$ cat src/rtl/iir_pkg.sv
// Shared constants, types and helpers for the multi-channel biquad filter.
package iir_pkg;

  localparam int unsigned WIDTH_DEF = 13;
  localparam int unsigned FRAC_DEF  = WIDTH_DEF - 1;

  typedef struct packed {
    logic signed [63:0] value;
    logic               flag;
  } limit_t;

  function automatic int unsigned iir_ch_w(input int unsigned channels);
    return (channels <= 2) ? 1 : $clog2(channels);
  endfunction

  // Clamps to the signed range of 'width' bits when sat=1; otherwise passes the
  // value through and the caller keeps only the low 'width' bits (wrap).
  function automatic limit_t iir_limit(input logic signed [63:0] v,
                                       input int unsigned width,
                                       input logic sat);
    logic signed [63:0] hi;
    logic signed [63:0] lo;
    limit_t r;
    hi      = (64'sd1 <<< (width - 1)) - 64'sd1;
    lo      = -(64'sd1 <<< (width - 1));
    r.flag  = (v > hi) || (v < lo);
    r.value = v;
    if (sat && (v > hi))      r.value = hi;
    else if (sat && (v < lo)) r.value = lo;
    return r;
  endfunction

endpackage

$ cat src/rtl/iir_biquad_mc_mac.sv
// Signed 3-term multiply-accumulate: x +/- sum((c_i*d_i) >>> FRAC), limited to WIDTH bits.
module iir_mac3
  import iir_pkg::*;
#(
  parameter int unsigned WIDTH    = WIDTH_DEF,
  parameter int unsigned FRAC     = WIDTH - 1,
  parameter bit          SATURATE = 1'b1
) (
  input  logic [WIDTH-1:0] x,
  input  logic [WIDTH-1:0] c0,
  input  logic [WIDTH-1:0] d0,
  input  logic [WIDTH-1:0] c1,
  input  logic [WIDTH-1:0] d1,
  input  logic [WIDTH-1:0] c2,
  input  logic [WIDTH-1:0] d2,
  input  logic             sub,
  output logic [WIDTH-1:0] y,
  output logic             flag
);

  localparam int unsigned PW = 2 * WIDTH;
  localparam int unsigned SW = WIDTH + 2;

  logic signed [PW-1:0] m0, m1, m2;
  logic signed [SW-1:0] p0, p1, p2, bias, sum;
  limit_t               lim;

  always_comb begin
    m0   = $signed(c0) * $signed(d0);
    m1   = $signed(c1) * $signed(d1);
    m2   = $signed(c2) * $signed(d2);
    p0   = SW'(m0 >>> FRAC);
    p1   = SW'(m1 >>> FRAC);
    p2   = SW'(m2 >>> FRAC);
    bias = SW'($signed(x));
    sum  = sub ? (bias - p0 - p1 - p2) : (bias + p0 + p1 + p2);
    lim  = iir_limit({{(64 - SW){sum[SW-1]}}, sum}, WIDTH, SATURATE);
    y    = lim.value[WIDTH-1:0];
    flag = lim.flag;
  end

endmodule

$ cat src/rtl/iir_biquad_mc.sv
// Time-multiplexed direct-form-II biquad: per-channel state, shared 2-stage datapath.
module iir_biquad_mc
  import iir_pkg::*;
#(
  parameter int unsigned WIDTH    = WIDTH_DEF,
  parameter int unsigned FRAC     = WIDTH - 1,
  parameter int unsigned CHANNELS = 4,
  parameter int unsigned CH_W     = iir_ch_w(CHANNELS),
  parameter bit          SATURATE = 1'b1
) (
  input  logic             Clock,
  input  logic             Resetn,
  input  logic             CLR,
  input  logic             VIN,
  input  logic [WIDTH-1:0] DIN,
  input  logic [CH_W-1:0]  CH_IN,
  input  logic [WIDTH-1:0] A1,
  input  logic [WIDTH-1:0] A2,
  input  logic [WIDTH-1:0] B0,
  input  logic [WIDTH-1:0] B1,
  input  logic [WIDTH-1:0] B2,
  output logic             VOUT,
  output logic [WIDTH-1:0] DOUT,
  output logic [CH_W-1:0]  CH_OUT,
  output logic             SAT_FLAG
);

  localparam logic [CH_W:0] CH_LIMIT = (CH_W + 1)'(CHANNELS);

  logic             s0_valid;
  logic [CH_W-1:0]  s0_ch;
  logic [WIDTH-1:0] s0_x, s0_a1, s0_a2, s0_b0, s0_b1, s0_b2;

  logic             s1_valid, s1_flag;
  logic [CH_W-1:0]  s1_ch;
  logic [WIDTH-1:0] s1_w, s1_w1, s1_w2, s1_b0, s1_b1, s1_b2;

  logic [WIDTH-1:0] w1_mem [CHANNELS];
  logic [WIDTH-1:0] w2_mem [CHANNELS];

  logic [CH_W-1:0]  rd_idx;
  logic [WIDTH-1:0] w1_rd, w2_rd, w_new, y_new;
  logic             w_flag, y_flag, accept;

  always_comb begin
    accept = VIN && ({1'b0, CH_IN} < CH_LIMIT);
    rd_idx = '0;
    if ({1'b0, s0_ch} < CH_LIMIT) rd_idx = s0_ch;
    w1_rd = w1_mem[rd_idx];
    w2_rd = w2_mem[rd_idx];
  end

  iir_mac3 #(.WIDTH(WIDTH), .FRAC(FRAC), .SATURATE(SATURATE)) u_mac_w (
    .x(s0_x), .c0('0), .d0('0), .c1(s0_a1), .d1(w1_rd), .c2(s0_a2), .d2(w2_rd),
    .sub(1'b1), .y(w_new), .flag(w_flag)
  );

  iir_mac3 #(.WIDTH(WIDTH), .FRAC(FRAC), .SATURATE(SATURATE)) u_mac_y (
    .x('0), .c0(s1_b0), .d0(s1_w), .c1(s1_b1), .d1(s1_w1), .c2(s1_b2), .d2(s1_w2),
    .sub(1'b0), .y(y_new), .flag(y_flag)
  );

  // The state write at the S1 edge is what the next captured sample reads,
  // so back-to-back samples on one channel need no forwarding.
  always_ff @(posedge Clock) begin
    if (!Resetn) begin
      s0_valid <= 1'b0;
      s0_ch    <= '0;
      s0_x     <= '0;
      s0_a1    <= '0;
      s0_a2    <= '0;
      s0_b0    <= '0;
      s0_b1    <= '0;
      s0_b2    <= '0;
      s1_valid <= 1'b0;
      s1_flag  <= 1'b0;
      s1_ch    <= '0;
      s1_w     <= '0;
      s1_w1    <= '0;
      s1_w2    <= '0;
      s1_b0    <= '0;
      s1_b1    <= '0;
      s1_b2    <= '0;
      VOUT     <= 1'b0;
      DOUT     <= '0;
      CH_OUT   <= '0;
      SAT_FLAG <= 1'b0;
      for (int unsigned i = 0; i < CHANNELS; i++) begin
        w1_mem[i] <= '0;
        w2_mem[i] <= '0;
      end
    end else if (CLR) begin
      s0_valid <= 1'b0;
      s1_valid <= 1'b0;
      VOUT     <= 1'b0;
      for (int unsigned i = 0; i < CHANNELS; i++) begin
        w1_mem[i] <= '0;
        w2_mem[i] <= '0;
      end
    end else begin
      s0_valid <= accept;
      s0_ch    <= CH_IN;
      s0_x     <= DIN;
      s0_a1    <= A1;
      s0_a2    <= A2;
      s0_b0    <= B0;
      s0_b1    <= B1;
      s0_b2    <= B2;

      if (s0_valid) begin
        w1_mem[rd_idx] <= w_new;
        w2_mem[rd_idx] <= w1_rd;
      end
      s1_valid <= s0_valid;
      s1_flag  <= w_flag;
      s1_ch    <= s0_ch;
      s1_w     <= w_new;
      s1_w1    <= w1_rd;
      s1_w2    <= w2_rd;
      s1_b0    <= s0_b0;
      s1_b1    <= s0_b1;
      s1_b2    <= s0_b2;

      VOUT <= s1_valid;
      if (s1_valid) begin
        DOUT     <= y_new;
        CH_OUT   <= s1_ch;
        SAT_FLAG <= s1_flag | y_flag;
      end
    end
  end

endmodule
$ cat config.mk
export PLATFORM = sky130hd
export DESIGN_NAME = iir_biquad_mc
export DESIGN_NICKNAME = d
export VERILOG_FILES = /design/src/rtl/iir_pkg.sv /design/src/rtl/iir_biquad_mc_mac.sv /design/src/rtl/iir_biquad_mc.sv
export SDC_FILE = /design/constraint.sdc
export NUM_CORES = 2
export LEC_CHECK = 0
export ABC_AREA = 1
export CORE_ASPECT_RATIO = 0.6
export CORE_UTILIZATION = 50
export DETAILED_ROUTE_END_ITERATION = 10
export PLACE_DENSITY = 0.76
export RECOVER_POWER = 25
export SYNTH_ARGS = -nofsm -noshare
export SYNTH_HDL_FRONTEND = slang
export SYNTH_HIERARCHICAL = 1
export SYNTH_SLANG_ARGS = --single-unit
$ cat constraint.sdc
create_clock -name Clock -period 9.75 [get_ports Clock]
set_input_delay 2.4375 -clock Clock [delete_from_list [all_inputs] [get_ports Clock]]
set_output_delay 2.4375 -clock Clock [all_outputs]
set_load 0.005 [all_outputs]
==> metrics.txt <==
final worst-path cycle share a little over nine tenths; Root Driver clkbuf_16; Max Cap Violations 3; Critical R2R Capture DOUT[2]; ys async rst share 0%; Area contributors post-synth fa_1 (38%), inv_1 (12%), nand2_1 (11%); first-pass GRT wire length roughly 240000 um; Yosys top cell by area fa_1; Synth Area per Inst ~8 sq um; GPL Wtd Cong between 1 and 1.5; initial cell density of the core 50.5%; flop2flop setup slack 0.38 ns; Post-DRT Antenna Nets 0; clk_skew between 0.015 and 0.02 ns; arrival time worst endpoint around 10 ns; I/O pin total about 100; largest net degree at the start of global routing 77; diode count 0; WHS around 0.48 ns; Die Ht 260 um; Synth Cell Area around 55000 sq um; max-slew violation count 197; max incr delay on CP roughly 0.77 ns; Post-synth EDFFs 104; cell count after synthesis 6955; Adder-Cell Fraction of Synth Area between 40% and 50%; DRC Markers 0; worst reg2reg path startpoint s1_w1[2]; Die W roughly 430 um; status finished, violations left; GRT Total Usage roughly 27%; Layout Cells excl Fill 8626; initial DRC count between 4000 and 5000; met2 wire length about 60000 um; worst min path class reg2reg; Vias between 40000 and 50000; number of global-route vias before repair 44600; Required @ worst endpoint 10.28 ns; HP Start s0_b2[12]; Unique masters post-synth 65; Die Area 112000 sq um; clk sinks about 290; dpl hpwl roughly 120000 um; Setup violations, final 0; Post-Synth XOR/XNOR Area 2.35%; initial antenna violation count 3; layout cells sized above 1 about 4.6%; largest family of logic cells by synthesized area adder cells; final core utilization 54.7%; CP Launch Type register; Fin Setup TNS 0 ns; worst skew pair latency approximately 0.65 ns; first-pass iteration count of the detailed router 6; Synth top area share between 30% and 40%; CP Max Fanout 14; Hold Path Depth 2; number of vias per cell about 5.1; H-tree lvl count 1; failing checks max-capacitance violations, max-slew violations; Yosys warnings 6; Worst Setup SP s1_w1[2]; CTS tree built; Most used DFF post-synth dfxtp_1; minimum clock period 9.37 ns; drt wl/cell around 17 um; cell mode on critical path fa_1; FMAX 0.107 GHz; Met3 Wirelength ~18000 um; Core Region roughly 110000 sq um; hold_buf cts 0; # fillers slightly above 10000; sequential fraction of the synthesis area between 10% and 20%; # rows 94; worst r2r path cells 36; Layout area overhead 8.39%; Rel. slew slack -150%; DR top layer met5; Worst path slowest cell fa_1; type of the worst setup path reg2reg; Synth Area in Simple Gates 17.6%; Final Hold Viols 0; metal1 wirelength a little under 70000 um; Final Net Count around 8700; synthesis-stage register bit count around 290; placed cells around 8600; Detailed Route WL 148000 um; CTS Buffer Depth 3; Crit. End Element register; cts bufs inserted 31; Clock Pin Slew Worst Setup and Hold Paths ~0.080 ns; WHS Endpoint s0_b2[12]; # port buffers 100; Worst-Margin Slew around 3.7 ns; post-synthesis mux area share 0%; Congestion Overflow GR 0; post-synthesis compound-gate area fraction 5.82%
[cell usage after synthesis (4+ instances only)]
cell type  count
xor2_1        85
clkinv_1       5
o21a_1         4
clkbuf_1     197
ha_1         454
buf_6         13
nor2_1       547
nand2_1     1591
nand3_4        4
a31oi_1       10
o21bai_1      17
a221oi_1       4
o21ai_0      259
nand3_1      127
or2_2         32
a21oi_1      229
nand2_2       20
xnor2_1       60
o22ai_1        7
inv_1       1742
and2_1         5
buf_2         30
o21ai_1       15
nand4_1       24
dfxtp_1      182
a21o_1        22
nor4_1        10
nand3_2        8
edfxtp_1     104
fa_1        1054
inv_2          6
nor3_1        21
nand3b_1      13
[registers in the layout, indices dropped and copies added (netlist names), 13 cells and up, named ones only]
name,count
s0_b0,13
s0_a1,13
s1_b1,13
DOUT,13
w1_mem,52
w2_mem,52
s0_x,13
s1_w1,13
s0_b2,13
s0_b1,13
s1_w2,13
s1_w,13
s1_b0,13
s0_a2,13
s1_b2,13
[what timing repair did]
item	CTS	global route
gates resized for setup	0	57
endpoints found under the hold margin	0	0
buffers inserted	0	12
setup endpoints to repair	0	79
[cell type report]
type	count	area, sq um	share of cell area (%)
timing repair buffer	238	2080	3.46
multi-input combinational	4802	41700	69.4
clock buffer	36	825	1.37
inverter	1754	6610	11.0
sequential	286	6770	11.3
tap	1488	1860	3.10
clock inverter	22	282	0.468
[cell families (layout without fill, tap and decap cells)]
family | count (synthesis) | count (layout)
buf+inv | 2000 | 2050
compound gates | 594 | 594
fa+ha+maj | 1508 | 1508
other cells | 2 | 134
flops | 286 | 286
simple gates | 2418 | 2419
xor+xnor | 147 | 147
[critical path: cells and delay by family, from the launching register on]
family,cells,cell delay [ns]
compound gates,7,1.39
xor+xnor,1,0.27
fa+ha+maj,10,4.79
buf+inv,7,0.75
flops,1,0.55
simple gates,11,1.45
[metal layers]
layer | vias to the layer above | global-route usage [%]
met3 | 131 | 7.21
met4 | 4 | 3.61
li1 | 20600 | -
met5 | - | 0
met2 | 2045 | 38.2
met1 | 21600 | 41.8
[worst max-delay path by stage]
stage | endpoint | slack [ns]
CTS | w1_mem[3][7] | 0.05
finish | DOUT[2] | 0.38
global route | w1_mem[3][11] | -0.05
detailed placement | w1_mem[3][7] | 0.07
floorplan | w1_mem[0][4] | 0.85
global placement | w1_mem[3][3] | 0.25
[layout by cell type, fill, tap and decap left out, drive strengths merged, types with 4 or more instances in the layout]
cell,instances
or2,35
o21ai,275
nand3b,13
o22ai,7
bufinv,5
clkdlybuf4s50,87
o31ai,5
nor3,24
fa,1054
inv,1752
xor2,86
o21a,4
xnor2,61
nand4,24
edfxtp,104
nor4,11
ha,454
clkinvlp,7
clkinv,12
dlygate4sd3,11
clkbuf,39
nor2,548
a31oi,10
buf,137
dfxtp,182
a21oi,232
conb,134
o21bai,18
nand3,140
nand2,1614
a21o,22
and2,7
a221oi,4
[metrics by stage]
step / worst slack (ns) / cell area (sq um)
2_1_floorplan: 0.845 / 56000
3_3_place_gp: 0.254 / 58800
3_5_place_dp: 0.0663 / 58800
4_1_cts: 0.0476 / 59900
5_1_grt: -0.0482 / 60100
6_report: 0.385 / 60100
Power is left out: the tool's default activity adds up to more than one toggle a clock period on the data nets, which glitch-free logic cannot reach.
